$ cat src/rtl/word_serial_tx_pkg.sv
// Shared types and helpers for the word serial transmitter.
// Optional parity bit controlled by macro TX_PARITY_EN.
package tx_pkg;

   localparam int DATA_BITS = 8;

`ifdef TX_PARITY_EN
   localparam int PARITY_BITS = 1;

   typedef enum logic [2:0] {
      IDLE,
      ARM,
      START,
      DATA,
      PARITY,
      STOP,
      GAP
   } tx_state_e;
`else
   localparam int PARITY_BITS = 0;

   typedef enum logic [2:0] {
      IDLE,
      ARM,
      START,
      DATA,
      STOP,
      GAP
   } tx_state_e;
`endif

   // Baud periods in one frame: start + data + optional parity + stop bits.
   function automatic int frame_periods(input int stop_bits);
      return 1 + DATA_BITS + PARITY_BITS + stop_bits;
   endfunction

   function automatic logic byte_parity(input logic [DATA_BITS-1:0] b, input logic odd);
      return (^b) ^ odd;
   endfunction

endpackage

$ cat src/rtl/word_serial_tx_if.sv
// Word-load handshake and serial line bundle between a word source and the transmitter.
interface word_serial_tx_if #(
   parameter int NUM_BYTES = 4
);
   logic [8*NUM_BYTES-1:0] Data_In;
   logic                   Load;
   logic                   Busy;
   logic                   Serial_Out;
   logic                   Done;

   modport master (
      output Data_In,
      output Load,
      input  Busy,
      input  Serial_Out,
      input  Done
   );

   modport slave (
      input  Data_In,
      input  Load,
      output Busy,
      output Serial_Out,
      output Done
   );
endinterface

$ cat src/rtl/word_serial_tx_baud_tick_gen.sv
// Rising-edge detector on the shared baud square wave: one-CLK tick per baud period.
module baud_tick_gen (
   input  logic CLK,
   input  logic CLR,
   input  logic CLK_Baud,
   output logic tick
);

   logic baud_q;

   always_ff @(posedge CLK or posedge CLR) begin
      if (CLR) begin
         baud_q <= 1'b0;
      end else begin
         baud_q <= CLK_Baud;
      end
   end

   assign tick = CLK_Baud & ~baud_q;

endmodule

$ cat src/rtl/word_serial_tx.sv
// Word-to-UART transmitter: one word per Load, sent as NUM_BYTES frames LSB byte first.
// Parity bit per frame present only when macro TX_PARITY_EN is defined.
module word_serial_tx
   import tx_pkg::*;
#(
   parameter int NUM_BYTES  = 4,
   parameter int PARITY_ODD = 0,
   parameter int STOP_BITS  = 1,
   parameter int GAP_BITS   = 0
) (
   input  logic           CLK,
   input  logic           CLR,
   input  logic           CLK_Baud,
   word_serial_tx_if.slave tx
);

   localparam int W    = DATA_BITS * NUM_BYTES;
   localparam int BI_W = (NUM_BYTES > 1) ? $clog2(NUM_BYTES) : 1;

   tx_state_e             state_q, state_d;
   logic [W-1:0]          shift_q, shift_d;
   logic [BI_W-1:0]       byte_idx_q, byte_idx_d;
   logic [2:0]            bit_cnt_q, bit_cnt_d;
   logic                  out_q, out_d;
   logic                  busy_q, busy_d;
   logic                  done_q, done_d;
   logic                  tick;
   logic [DATA_BITS-1:0]  cur_byte;
   logic                  last_byte;

   baud_tick_gen u_tick (
      .CLK      (CLK),
      .CLR      (CLR),
      .CLK_Baud (CLK_Baud),
      .tick     (tick)
   );

   // The byte in flight always sits in the low bits; it is shifted away at the end of its frame.
   assign cur_byte  = shift_q[DATA_BITS-1:0];
   assign last_byte = (byte_idx_q == BI_W'(NUM_BYTES - 1));

   always_comb begin
      state_d    = state_q;
      shift_d    = shift_q;
      byte_idx_d = byte_idx_q;
      bit_cnt_d  = bit_cnt_q;
      out_d      = out_q;
      busy_d     = busy_q;
      done_d     = 1'b0;

      case (state_q)
         IDLE: begin
            out_d = 1'b1;
            if (tx.Load && !busy_q) begin
               shift_d    = tx.Data_In;
               byte_idx_d = '0;
               bit_cnt_d  = '0;
               busy_d     = 1'b1;
               state_d    = ARM;
            end
         end

         ARM: begin
            if (tick) begin
               out_d   = 1'b0;
               state_d = START;
            end
         end

         START: begin
            if (tick) begin
               out_d     = cur_byte[0];
               bit_cnt_d = '0;
               state_d   = DATA;
            end
         end

         DATA: begin
            if (tick) begin
               if (bit_cnt_q == 3'd7) begin
`ifdef TX_PARITY_EN
                  out_d   = byte_parity(cur_byte, PARITY_ODD != 0);
                  state_d = PARITY;
`else
                  out_d     = 1'b1;
                  bit_cnt_d = '0;
                  state_d   = STOP;
`endif
               end else begin
                  bit_cnt_d = bit_cnt_q + 3'd1;
                  out_d     = cur_byte[bit_cnt_q + 3'd1];
               end
            end
         end

`ifdef TX_PARITY_EN
         PARITY: begin
            if (tick) begin
               out_d     = 1'b1;
               bit_cnt_d = '0;
               state_d   = STOP;
            end
         end
`endif

         STOP: begin
            if (tick) begin
               if (bit_cnt_q == 3'(STOP_BITS - 1)) begin
                  bit_cnt_d = '0;
                  if (last_byte) begin
                     out_d   = 1'b1;
                     done_d  = 1'b1;
                     busy_d  = 1'b0;
                     state_d = IDLE;
                  end else begin
                     byte_idx_d = byte_idx_q + 1'b1;
                     shift_d    = shift_q >> DATA_BITS;
                     if (GAP_BITS > 0) begin
                        out_d   = 1'b1;
                        state_d = GAP;
                     end else begin
                        out_d   = 1'b0;
                        state_d = START;
                     end
                  end
               end else begin
                  bit_cnt_d = bit_cnt_q + 3'd1;
               end
            end
         end

         GAP: begin
            if (tick) begin
               if (bit_cnt_q == 3'(GAP_BITS - 1)) begin
                  bit_cnt_d = '0;
                  out_d     = 1'b0;
                  state_d   = START;
               end else begin
                  bit_cnt_d = bit_cnt_q + 3'd1;
               end
            end
         end

         default: begin
            out_d   = 1'b1;
            busy_d  = 1'b0;
            state_d = IDLE;
         end
      endcase
   end

   always_ff @(posedge CLK or posedge CLR) begin
      if (CLR) begin
         state_q    <= IDLE;
         shift_q    <= '0;
         byte_idx_q <= '0;
         bit_cnt_q  <= '0;
         out_q      <= 1'b1;
         busy_q     <= 1'b0;
         done_q     <= 1'b0;
      end else begin
         state_q    <= state_d;
         shift_q    <= shift_d;
         byte_idx_q <= byte_idx_d;
         bit_cnt_q  <= bit_cnt_d;
         out_q      <= out_d;
         busy_q     <= busy_d;
         done_q     <= done_d;
      end
   end

   assign tx.Serial_Out = out_q;
   assign tx.Busy       = busy_q;
   assign tx.Done       = done_q;

endmodule

$ cat src/flat_wrapper.sv
// flat-port wrapper written by rule: the top's interface ports become plain ports
module word_serial_tx_flat import tx_pkg::*;
#(
   parameter int NUM_BYTES  = 4,
   parameter int PARITY_ODD = 0,
   parameter int STOP_BITS  = 1,
   parameter int GAP_BITS   = 0
)
  (CLK, CLR, CLK_Baud, tx_Data_In, tx_Load, tx_Busy, tx_Serial_Out, tx_Done);
  word_serial_tx_if #(.NUM_BYTES(NUM_BYTES)) tx_i ();
  input  logic CLK;
  input  logic CLR;
  input  logic CLK_Baud;
  input wire logic [$bits(tx_i.Data_In)-1:0] tx_Data_In;
  input wire logic [$bits(tx_i.Load)-1:0] tx_Load;
  output wire logic [$bits(tx_i.Busy)-1:0] tx_Busy;
  output wire logic [$bits(tx_i.Serial_Out)-1:0] tx_Serial_Out;
  output wire logic [$bits(tx_i.Done)-1:0] tx_Done;
  assign tx_i.Data_In = tx_Data_In;
  assign tx_i.Load = tx_Load;
  assign tx_Busy = tx_i.Busy;
  assign tx_Serial_Out = tx_i.Serial_Out;
  assign tx_Done = tx_i.Done;
  word_serial_tx #(.NUM_BYTES(NUM_BYTES), .PARITY_ODD(PARITY_ODD), .STOP_BITS(STOP_BITS), .GAP_BITS(GAP_BITS)) u_core (.CLK(CLK), .CLR(CLR), .CLK_Baud(CLK_Baud), .tx(tx_i));
endmodule
$ cat config.mk
export PLATFORM = sky130hd
export DESIGN_NAME = word_serial_tx_flat
export DESIGN_NICKNAME = d
export VERILOG_FILES = /design/src/rtl/word_serial_tx_pkg.sv /design/src/rtl/word_serial_tx_if.sv /design/src/rtl/word_serial_tx_baud_tick_gen.sv /design/src/rtl/word_serial_tx.sv /design/src/flat_wrapper.sv
export SDC_FILE = /design/constraint.sdc
export NUM_CORES = 1
export LEC_CHECK = 0
export ABC_AREA = 1
export BUFFER_PORTS_ARGS = -buffer_cell sky130_fd_sc_hd__buf_2
export CAP_MARGIN = 0
export CORE_MARGIN = 2
export CORE_UTILIZATION = 60
export DETAILED_ROUTE_END_ITERATION = 6
export PLACE_DENSITY = 0.84
export SLEW_MARGIN = 20
export SYNTH_ARGS = -nofsm -noshare
export SYNTH_HDL_FRONTEND = slang
export SYNTH_SLANG_ARGS = --single-unit
$ cat constraint.sdc
create_clock -name CLK -period 5.6 [get_ports CLK]
set_clock_uncertainty 0.2 [all_clocks]
set_input_delay 0.56 -clock CLK [delete_from_list [all_inputs] [get_ports CLK]]
set_output_delay 0.56 -clock CLK [all_outputs]
set_load 0.02 [all_outputs]
Yosys cells after proc, flatten, opt, wreduce, memory -nomap -nowiden --
Index checks and enable logic that the tools add are counted.
Word-level totals: register bits 44, output and inout bits 3, input port bits 36
Cells by class: multiplexer cells 48, bitwise logic cells 3, equality and inequality tests 19, magnitude comparators 1, reduce and logical (&&, ||, !) cells 13, add/subtract/negate cells 2
Operators by type and width (number):
- $mux 32 | 4
- $pmux 32 s2 | 1
- $mux 3 | 15
- $ne 2x1->1 const B | 11
- $pmux 3 s6 | 1
- $mux 1 | 17
- $reduce_and 5->1 | 3
- $pmux 3 s4 | 1
- $mux 2 | 5
- $eq 3x3->1 const B | 3
- $reduce_and 9->1 | 1
- $reduce_and 7->1 | 1
- $eq 3x2->1 const B | 2
- $logic_not 3->1 | 2
- $pmux 1 s5 | 1
- $lt 3x4->1 const B | 1
- $pmux 2 s2 | 1
- $reduce_bool 4->1 | 1
- $reduce_or 4->1 | 1
- $add 3x1->3 const B | 1
- $bmux 1 s3 | 1
- $eq 3x1->1 const B | 1
- $pmux 1 s3 | 1
- $add 2x1->2 const B | 1
- other kinds (8) | 9

Depth between registers and ports, before layout --
Gate-level depths: netlist of run 1.
depth after elaboration 6, mapped depth 12

Hierarchy --
A second synthesis of run 1 with hierarchy kept.
Second synthesis, totals: cells, all modules 267, area total of the unflattened synthesis 2413.6 µm²
By module, submodules not included:
- word_serial_tx | times used 1, cells each 263, area each 2374.8 µm², sequential area each 1077.3 µm²
- baud_tick_gen | times used 1, cells each 4, area each 38.8 µm², sequential area each 25.0 µm²

Worst setup path before layout of run 1 --
No wires, ideal clock.
path type register to register, start reg u_core.bit_cnt_q[0], end reg u_core.byte_idx_q[1], setup time 0.117 ns, stages on the path, launching flop included 13, slack 3.657 ns, data required time 5.283 ns, arrival 1.626 ns, path through dfrtp_1 inv_1 ha_1 inv_1 nor2_1 nand2_1 nand2_1 nand2_1 a21oi_4 inv_2 buf_2 nand2_1 nand2_1
Between the ends: longest elaborated chain between the ends 3
RTL lines:
- start: declaration | line word_serial_tx.sv:23 | logic [2:0] bit_cnt_q, bit_cnt_d;
- start signal: assignment | line word_serial_tx.sv:165 | bit_cnt_q <= bit_cnt_d;
- $logic_not 3->1 | line word_serial_tx.sv:108 | if (bit_cnt_q == 3'(STOP_BITS - 1)) begin
- $ne 2x1->1 (no source line)
- $reduce_and 5->1 (no source line)
- end signal: assignment | line word_serial_tx.sv:164 | byte_idx_q <= byte_idx_d;
- end: declaration | line word_serial_tx.sv:22 | logic [BI_W-1:0] byte_idx_q, byte_idx_d;
No other way between the ends. A chain may end at the register's enable or synchronous reset.

Final worst setup path of run 1 --
start reg u_core.bit_cnt_q[0], end reg u_core.shift_q[26]
Between the ends: longest elaborated chain between the ends 3
RTL lines:
- $logic_not 3->1 | line word_serial_tx.sv:108
- $ne 2x1->1 (no source line)
- $reduce_and 5->1 (no source line)
- end signal: assignment | line word_serial_tx.sv:163 | shift_q <= shift_d;
- end: declaration | line word_serial_tx.sv:21 | logic [W-1:0] shift_q, shift_d;
No other way between the ends.

==> key figures, run 1 <==
Layout
  • Fin nets: 398
  • Area grow syn2layout: 14.5%
  • Diode count: 0
  • Share of layout cells above drive strength 1: 15.0%
  • Util after Layout: 71.6%

Route
  • Remaining DRCs: 0
  • Iter 0 DRT Violations: 175
  • Wire per inst: 11.7 um
  • Total routed wirelength: 4750 um
  • Final ANT Viol Nets: 0
  • Vias per inst: 5.14
  • DR vias: 2090
  • First-pass iteration count of the detailed router: 4

STA
  • Worst-margin pin slew: 0.535 ns
  • Minimum clock period: 2.35 ns
  • Unrepaired setup endpoints after global routing: no
  • Tcrit/Tclk final: 42.0%
  • Fmax: 425 MHz
  • Slew Viols, Final: 0
  • Slew margin rel.: 64.3%
  • Final setup violation count: 0
  • Setup TNS: 0 ns
  • Hold Vio Cnt, Final: 0

Die
  • Core area: 3690 um^2
  • Row count: 22
  • Starting Density: 62.6%
  • Die Y-Extent: 66.0 um
  • Die area: 4360 um^2
  • Die X: 66.0 um
  • Top Ports: 39

Synthesis
  • Synth area leaders: dfrtp_1 47%, nand2_1 21%, o21ai_0 9.8%
  • Post-synth top area share: 46.6%
  • Async SR Flop Fraction: 100%
  • Count leader, synth: nand2_1
  • Seq/Total Area, Yosys: 47.8%
  • Post-synth top cells: 128 x nand2_1, 45 x o21ai_0, 43 x dfrtp_1
  • Yosys warning count: 0
  • Synth cell types: 19
  • Area leader, netlist: dfrtp_1
  • Synth Cell Area: 2310 um^2
  • Ys flop type: dfrtp_1
  • Syn Area/Cell: 7.19 um^2
  • FF+latch count, synth: 44
  • Syn_nets: 361
  • Post-synth EDFFs: 0
  • Synth Instances: 321

Clock network
  • CTS resizes: 0
  • H-tree depth: 2
  • CTS Buf Count: 5
  • # hold bufs at CTS: 0
  • Reg clk slew, reported paths: 0.08 ns
  • CTS sink cnt: 44
  • Maximum clock path buffer count: 2
  • Post-CTS Setup Inserts: 0
  • Clock root cell: clkbuf_8
  • CTS tree: built
  • Worst skew pair latency: 0.30 ns

Worst setup path
  • CP Data Arrival Time: 2.33 ns
  • Worst r2r dst: u_core.shift_q[26]$_DFFE_PP0P_
  • Reg2reg start: u_core.bit_cnt_q[0]$_DFFE_PP0P_
  • Crit. End Element: flip-flop
  • Required @ worst endpoint: 5.58 ns
  • Reg2reg path depth: 11
  • Worst setup path category: flip-flop to flip-flop
  • Worst setup SP type: flip-flop
  • Flop-to-flop setup slack: 3.25 ns
  • CP max FO: 15

Global routing
  • Largest net degree at the start of global routing: 55
  • All-Layer GR Usage: 24.7%
  • Global route total overflow: 0
  • Grt peak-use layer: met2
  • Vias in the first global route: 1974
  • Met2 Track Usage GR: 43.1%
  • Grt met1 use: 29.0%
  • Met3 usage: 7.50%
  • Initial antenna violation count: 0
  • First-pass GRT wire length: 8170 um

Power and ir drop
  • Clock power share: 16.9%
  • Leak: 1.47 nW
  • Combinational share of power: 40.0%
  • VDD IR-drop max: 0.248 mV
  • P_int: 0.722 mW
  • Switching share of total power: 40.3%
  • Sequential share of power: 43.1%
  • Cell Pwr Density: 458 nW/um^2
  • Net switching power: 0.488 mW

Run status
  • Status: complete, no violations

Run
  • Number of max-cap violations: 0

Place
  • Dpl hpwl: 3280 um
  • # port buffers: 38
  • Gpl congestion: 0.879

Hold path
  • Worst hold path type: primary input to async pin
==> area by class of cell <==
type                       instances  area (um^2)
sequential                        44         1100
fill                             309         1050
multi-input combinational        223          996
timing repair buffer              41          233
inverter                          43          161
clock buffer                       8         90.1
tap                               48         60.1
==> cell usage in the layout (no fill, tap or decap), types with 2 or more instances in the layout <==
| master | Yosys | final |
|---|---|---|
| nand4_1 | 4 | 4 |
| nand3_1 | 20 | 20 |
| buf_2 | 6 | 38 |
| a21oi_1 | 2 | 2 |
| clkinv_1 | 1 | 2 |
| nand2_1 | 128 | 128 |
| o21ai_0 | 45 | 45 |
| inv_1 | 39 | 38 |
| dfrtp_1 | 43 | 43 |
| clkbuf_8 | 0 | 6 |
| buf_4 | 0 | 2 |
| nor2_1 | 15 | 15 |
| inv_2 | 3 | 3 |
| ha_1 | 4 | 4 |
| clkbuf_1 | 5 | 2 |
==> cell families (layout without fill, tap and decap cells) <==
logic type      Yosys count  after routing  share of synthesized area [%]
compound gates           49             49                           11.2
fa+ha+maj                 4              4                           2.17
buf+inv                  54             92                           9.11
flops                    44             44                           47.8
simple gates            170            170                           29.8
==> registers in the layout, indices dropped and copies added (netlist names) <==
register              flops
u_core.u_tick.baud_q      1
u_core.shift_q           32
u_core.byte_idx_q         2
u_core.tx.Busy            1
u_core.tx.Serial_Out      1
u_core.bit_cnt_q          3
u_core.state_q            3
u_core.tx.Done            1
==> worst max-delay path, stage by stage, from the launching register on <==
cell	delay [ns]
dfrtp_1	0.47
inv_1	0.16
ha_1	0.16
inv_1	0.03
nor2_1	0.12
nand2_1	0.09
nand2_1	0.10
nand2_1	0.11
a21oi_4	0.37
inv_2	0.23
nand2_1	0.12
nand2_1	0.06
==> stage by stage <==
step / total power [mW] / setup slack [ns] / std cells / cell area (um^2) / hold slack [ns]
2_1_floorplan: 0.874 / 3.66 / 321 / 2310 / 0.242
3_3_place_gp: 0.956 / 2.77 / 398 / 2520 / 0.259
3_5_place_dp: 0.979 / 2.65 / 398 / 2520 / 0.264
4_1_cts: 1.19 / 2.63 / 406 / 2620 / 0.186
5_1_grt: 1.32 / 3.12 / 407 / 2640 / 0.176
6_report: 1.21 / 3.25 / 407 / 2640 / 0.177
==> layer usage <==
metal,part of all wire (%),up-vias
met1,44,960
met4,0.44,0
li1,-,1071
met3,5.6,2
met2,50,57
met5,0,-
==> power by group through the flow <==
stage | sequential, mW | combinational [mW] | clock, mW
6_report | 0.522 | 0.484 | 0.205
5_1_grt | 0.532 | 0.565 | 0.223
4_1_cts | 0.519 | 0.458 | 0.210
3_5_place_dp | 0.524 | 0.455 | 0
3_3_place_gp | 0.521 | 0.435 | 0
2_1_floorplan | 0.515 | 0.359 | 0
==> worst max-delay path by stage <==
| stage | startpoint | cells past startpoint | end | slack (ns) |
|---|---|---|---|---|
| 2_1_floorplan | u_core.bit_cnt_q[0]$_DFFE_PP0P_ | 12 | u_core.byte_idx_q[1]$_DFFE_PP0P_ | 3.66 |
| 3_3_place_gp | u_core.bit_cnt_q[0]$_DFFE_PP0P_ | 11 | u_core.shift_q[26]$_DFFE_PP0P_ | 2.77 |
| 3_5_place_dp | u_core.bit_cnt_q[0]$_DFFE_PP0P_ | 11 | u_core.shift_q[26]$_DFFE_PP0P_ | 2.65 |
| 4_1_cts | u_core.bit_cnt_q[0]$_DFFE_PP0P_ | 11 | u_core.shift_q[26]$_DFFE_PP0P_ | 2.63 |
| 5_1_grt | u_core.bit_cnt_q[0]$_DFFE_PP0P_ | 11 | u_core.byte_idx_q[0]$_DFFE_PP0P_ | 3.12 |
| 6_report | u_core.bit_cnt_q[0]$_DFFE_PP0P_ | 11 | u_core.shift_q[26]$_DFFE_PP0P_ | 3.25 |
Power figures use the tool's default switching activity.
==> run 2: changes to the inputs <==
--- a/config.mk
+++ b/config.mk
@@ -9,9 +9,9 @@
 export BUFFER_PORTS_ARGS = -buffer_cell sky130_fd_sc_hd__buf_2
 export CAP_MARGIN = 0
 export CORE_MARGIN = 2
-export CORE_UTILIZATION = 60
+export CORE_UTILIZATION = 56
 export DETAILED_ROUTE_END_ITERATION = 6
-export PLACE_DENSITY = 0.84
+export PLACE_DENSITY = 0.8
 export SLEW_MARGIN = 20
 export SYNTH_ARGS = -nofsm -noshare
 export SYNTH_HDL_FRONTEND = slang
==> constraint.sdc (replaced) <==
create_clock -name CLK -period 2.3 [get_ports CLK]
set_clock_uncertainty 0.2 [all_clocks]
set_input_delay 0.23 -clock CLK [delete_from_list [all_inputs] [get_ports CLK]]
set_output_delay 0.23 -clock CLK [all_outputs]
set_load 0.02 [all_outputs]
==> key figures, run 2 (synthesis results as in run 1) <==
STA
  • Minimum clock period: 2.08 ns
  • Final worst slack: 0.223 ns
  • Final setup violation count: 0
  • Worst-margin pin slew: 0.544 ns
  • Tcrit/Tclk final: 90.3%
  • Hold Vio Cnt, Final: 0
  • Unrepaired setup endpoints after global routing: no
  • Setup TNS: 0 ns
  • Hold Slack: 0.0495 ns
  • Slew Viols, Final: 0
  • Fmax: 481 MHz
  • Slew margin rel.: 63.7%

Worst setup path
  • Reg2reg start: u_core.bit_cnt_q[0]$_DFFE_PP0P_
  • Required @ worst endpoint: 2.31 ns
  • Crit path launch: u_core.bit_cnt_q[0]$_DFFE_PP0P_
  • Reg2reg path depth: 11
  • CP max FO: 27
  • Worst r2r dst: u_core.shift_q[29]$_DFFE_PP0P_
  • Worst setup SP type: flip-flop
  • Flop-to-flop setup slack: 0.22 ns
  • Worst setup path category: flip-flop to flip-flop
  • Crit. End Element: flip-flop
  • CP Data Arrival Time: 2.09 ns

Layout
  • Top reg by flops: u_core.shift_q
  • Share of layout cells above drive strength 1: 15.7%
  • Largest register FFs: 32
  • Area grow syn2layout: 19.9%
  • Commonest non-fill, non-tap cells in the layout: 128 x nand2_1, 45 x o21ai_0, 42 x dfrtp_1, 38 x inv_1, 38 x buf_2
  • Commonest non-fill, non-tap cell in the layout: nand2_1
  • Fin nets: 409
  • Diode count: 0
  • Regs by FF count: u_core.shift_q: 32 flops, u_core.bit_cnt_q: 3 flops, u_core.state_q: 3 flops

Power and ir drop
  • Leak: 1.52 nW
  • Cell Pwr Density: 1090 nW/um^2
  • VDD IR-drop max: 0.613 mV

Die
  • Core area: 3970 um^2
  • Starting Density: 58.1%
  • Die X: 68.2 um
  • Row count: 23
  • Die Y-Extent: 68.2 um
  • Die area: 4650 um^2
  • Top Ports: 39

Route
  • DR vias: 2106
  • Iter 0 DRT Violations: 191
  • First-pass iteration count of the detailed router: 4
  • Final ANT Viol Nets: 0
  • Remaining DRCs: 0
  • Vias per inst: 5.01
  • Total routed wirelength: 5040 um
  • Wire per inst: 12.0 um

Global routing
  • Largest net degree at the start of global routing: 54
  • Grt peak-use layer: met2
  • Grt met1 use: 29.8%
  • Vias in the first global route: 2025
  • Met3 usage: 4.77%
  • First-pass GRT wire length: 8380 um
  • Initial antenna violation count: 0
  • Met2 Track Usage GR: 40.5%
  • All-Layer GR Usage: 24.2%
  • Global route total overflow: 0

Hold path
  • Worst hold path type: primary input to flip-flop
  • Hold endpoint: u_core.shift_q[4]$_DFFE_PP0P_
  • Hold Crit Depth: 5
  • Hold path start: tx_Data_In[4]

Clock network
  • CTS sink cnt: 44
  • H-tree depth: 2
  • Clock root cell: clkbuf_8
  • Reg clk slew, reported paths: 0.08 ns
  • Worst skew pair latency: 0.29 ns
  • CTS Buf Count: 5
  • CTS tree: built
  • Post-CTS Setup Inserts: 0
  • Maximum clock path buffer count: 2

Place
  • Dpl hpwl: 3260 um
  • # port buffers: 38
  • Gpl congestion: 0.848
  • Worst slack, placed: 0.170 ns

Run
  • Number of max-cap violations: 0

Run status
  • Status: complete, no violations
run 2: cell count changes in the layout (fill, tap and decap cells not counted), sizes merged:
| cell | before | now |
|---|---|---|
| inv | 41 | 42 |
| clkinvlp | 0 | 1 |
| dlygate4sd3 | 0 | 10 |
| clkinv | 2 | 1 |
run 2: what timing repair did:
| item | CTS | global route |
|---|---|---|
| hold buffers | 10 | 0 |
| endpoints found under the setup margin | 0 | 33 |
| hold endpoints to repair | 52 | 0 |
| resized for setup | 0 | 2 |
run 2: where the power goes:
part	switching, mW	total, mW	internal, mW
Clock	0.259	0.503	0.244
Combinational	0.789	1.24	0.454
Sequential	0.167	1.27	1.10
run 2: metrics by stage:
step / instance area (um^2) / util [%] / instances / total power, mW
floorplan: 2310 / - / 321 / 2.13
global placement: 2550 / 64.1 / 401 / 2.37
detailed placement: 2550 / 64.1 / 401 / 2.42
CTS: 2740 / 69.0 / 419 / 2.95
global route: 2770 / 69.7 / 420 / 3.29
finish: 2770 / 69.7 / 420 / 3.02
run 2: layer usage:
metal | vias up | wire, um
met4 | 0 | 88
met1 | 952 | 2170
li1 | 1091 | -
met2 | 52 | 2560
met5 | - | 0
met3 | 11 | 223
run 2: how the worst max path moves through the flow:
stage	cells past startpoint	to	slack [ns]
final	11	u_core.shift_q[29]$_DFFE_PP0P_	0.22
after global routing	11	u_core.shift_q[29]$_DFFE_PP0P_	0.002
after CTS	11	u_core.shift_q[29]$_DFFE_PP0P_	0.15
after detailed placement	11	u_core.shift_q[29]$_DFFE_PP0P_	0.17
after global placement	11	u_core.shift_q[30]$_DFFE_PP0P_	0.29
after floorplan	12	u_core.byte_idx_q[1]$_DFFE_PP0P_	0.36
run 2: final cells by class:
| class | instances | area [um^2] |
|---|---|---|
| clock buffers | 7 | 86.3 |
| clock inverters | 1 | 7.51 |
| fillers | 337 | 1200 |
| inverters | 43 | 161 |
| multi-input cells | 223 | 996 |
| flip-flops and latches | 44 | 1100 |
| well taps | 50 | 62.6 |
| repair buffers | 52 | 350 |
run 2: worst max-delay path: stages (launching register included):
cell and delay, ns:
dfrtp_2 0.47, inv_2 0.11, ha_1 0.15, inv_1 0.04, nor2_1 0.12, nand2_1 0.09, nand2_1 0.10, nand2_1 0.11
a21oi_4 0.22, buf_12 0.20, nand3_1 0.07, o21ai_0 0.10
==> run 3: changes to the inputs <==
--- a/config.mk
+++ b/config.mk
@@ -9,9 +9,9 @@
 export BUFFER_PORTS_ARGS = -buffer_cell sky130_fd_sc_hd__buf_2
 export CAP_MARGIN = 0
 export CORE_MARGIN = 2
-export CORE_UTILIZATION = 56
+export CORE_UTILIZATION = 50
 export DETAILED_ROUTE_END_ITERATION = 6
-export PLACE_DENSITY = 0.8
+export PLACE_DENSITY = 0.75
 export SLEW_MARGIN = 20
 export SYNTH_ARGS = -nofsm -noshare
 export SYNTH_HDL_FRONTEND = slang
==> constraint.sdc (replaced) <==
create_clock -name CLK -period 1.75 [get_ports CLK]
set_clock_uncertainty 0.2 [all_clocks]
set_input_delay 0.175 -clock CLK [delete_from_list [all_inputs] [get_ports CLK]]
set_output_delay 0.175 -clock CLK [all_outputs]
set_load 0.02 [all_outputs]
==> key figures, run 3 (synthesis results as in run 1) <==
Place
  • Worst slack, placed: -0.113 ns
  • Cell Area, Placed: 2720 um^2
  • Gpl congestion: 0.800
  • # port buffers: 38
  • Dpl hpwl: 3470 um

Layout
  • Largest register FFs: 32
  • Fin nets: 453
  • Final instance area: 3600 um^2
  • Top reg by flops: u_core.shift_q
  • Commonest non-fill, non-tap cells in the layout: 108 x nand2_1, 42 x dfrtp_1, 38 x buf_2, 33 x inv_1, 24 x o21ai_0
  • Regs by FF count: u_core.shift_q: 32 flops, u_core.bit_cnt_q: 3 flops, u_core.state_q: 3 flops
  • Area of the multi-input gates: 1250 um^2
  • Number of fill cells: 245
  • Area grow syn2layout: 56.0%
  • Util after Layout: 81.6%
  • Commonest non-fill, non-tap cell in the layout: nand2_1
  • Diode count: 0
  • Share of layout cells above drive strength 1: 36.6%
  • Seq. cell area: 1100 um^2

Route
  • Post-Route M1 WL: 2850 um
  • Final ANT Viol Nets: 0
  • First-pass iteration count of the detailed router: 6
  • Wire per inst: 16.3 um
  • DR vias: 2576
  • Iter 0 DRT Violations: 198
  • Vias per inst: 5.54
  • DR WL met2: 4060 um
  • Met3 WL: 390 um
  • Highest metal used: met4
  • Total routed wirelength: 7590 um
  • Remaining DRCs: 0

Clock network
  • CTS sink cnt: 44
  • Reg clk slew, reported paths: 0.09 ns
  • Worst skew pair latency: 0.30 ns
  • CTS tree: built
  • Maximum clock path buffer count: 2
  • H-tree depth: 2
  • Clock root cell: clkbuf_8
  • CTS Buf Count: 5

STA
  • Tcrit/Tclk final: 111%
  • Final setup violation count: 37
  • Final worst slack: -0.186 ns
  • Slew margin rel.: 76.7%
  • Slew Viols, Final: 0
  • Fmax: 517 MHz
  • Minimum clock period: 1.94 ns
  • Hold Slack: 0.00461 ns
  • Unrepaired setup endpoints after global routing: yes
  • Hold Vio Cnt, Final: 0
  • Worst-margin pin slew: 0.346 ns

Global routing
  • All-Layer GR Usage: 23.4%
  • Global route total overflow: 0
  • Largest net degree at the start of global routing: 54
  • Vias in the first global route: 2216
  • First-pass GRT wire length: 9500 um
  • Initial antenna violation count: 0

Power and ir drop
  • VDD IR-drop max: 0.993 mV
  • Leak: 1.89 nW
  • Total power: 5.36 mW
  • Cell Pwr Density: 1490 nW/um^2

Die
  • Die X: 71.9 um
  • Row count: 24
  • Core area: 4410 um^2
  • Die area: 5180 um^2
  • Die Y-Extent: 71.9 um
  • Starting Density: 52.3%
  • Top Ports: 39

Run status
  • Failing checks: negative setup slack
  • Status: finished with violations

Worst setup path
  • CP max FO: 13
  • Worst setup path category: flip-flop to flip-flop
  • CP Data Arrival Time: 1.98 ns
  • Worst setup SP type: flip-flop
  • Required @ worst endpoint: 1.79 ns
  • Crit. End Element: flip-flop

Run
  • Number of max-cap violations: 0

Hold path
  • Worst hold path type: primary input to flip-flop
==> run 3: cell count changes in the layout (fill, tap and decap cells not counted), moves of 17 or more <==
| cell | before | now |
|---|---|---|
| buf_4 | 2 | 19 |
| nand2_1 | 128 | 108 |
| nand2_2 | 1 | 18 |
| o21ai_0 | 45 | 24 |
==> run 3: final timing paths <==
kind | slack [ns] | depth (start not counted) | start | endpoint
setup / recovery | -0.19 | 9 | u_core.state_q[1]$_DFFE_PP0P_ | u_core.shift_q[1]$_DFFE_PP0P_
setup reg to reg | -0.19 | 9 | u_core.state_q[1]$_DFFE_PP0P_ | u_core.shift_q[1]$_DFFE_PP0P_
min in group asynchronous | 0.28 | 4 | CLR | u_core.tx.Done$_DFF_PP0_
hold reg to reg | 0.29 | 2 | u_core.shift_q[7]$_DFFE_PP0P_ | u_core.shift_q[7]$_DFFE_PP0P_
hold / removal | 0.005 | 5 | tx_Data_In[23] | u_core.shift_q[23]$_DFFE_PP0P_
max in group asynchronous | 0.81 | 4 | CLR | u_core.tx.Serial_Out$_DFFE_PP1P_
==> run 3: metal layers <==
metal,GRT usage [%],vias to the layer above
met1,28.8,1214
li1,-,1185
met5,0,-
met3,4.58,37
met4,6.71,0
met2,42.0,140
==> run 3: repair_timing <==
| action | 4_1_cts | 5_1_grt |
|---|---|---|
| gates cloned | 2 | 8 |
| pin swaps | 5 | 19 |
| gates resized for setup | 21 | 75 |
| endpoints found under the hold margin | 60 | 0 |
| setup endpoints to repair | 39 | 41 |
| hold buffers | 17 | 0 |
| setup buffers | 6 | 7 |
==> run 3: final cells by class <==
| type | count | area share (%) |
|---|---|---|
| multi-input cells | 223 | 34.6 |
| flip-flops and latches | 44 | 30.6 |
| repair buffers | 96 | 25.9 |
| inverters | 43 | 4.79 |
| clock buffers | 5 | 1.91 |
| well taps | 52 | 1.81 |
| clock inverters | 2 | 0.347 |
==> run 3: power breakdown <==
part	switching (mW)	internal (mW)
combinational	1.62	1.43
clock	0.369	0.271
sequential	0.218	1.45
total	2.21	3.15
==> run 3: per-stage QoR <==
stage	instances	TNS, ns
final	465	-4.58
after global routing	465	-7.39
after CTS	451	-1.70
after detailed placement	420	-1.43
after global placement	420	-0.129
after floorplan	321	-1.31
==> run 3: worst max-delay path: stages (launching register included) <==
cell	delay (ns)
dfrtp_1	0.42
inv_2	0.07
nand2_2	0.06
nor2_4	0.16
clkinvlp_4	0.19
buf_6	0.17
clkbuf_16	0.16
o21ai_0	0.30
nand2_2	0.08
nand2_1	0.07
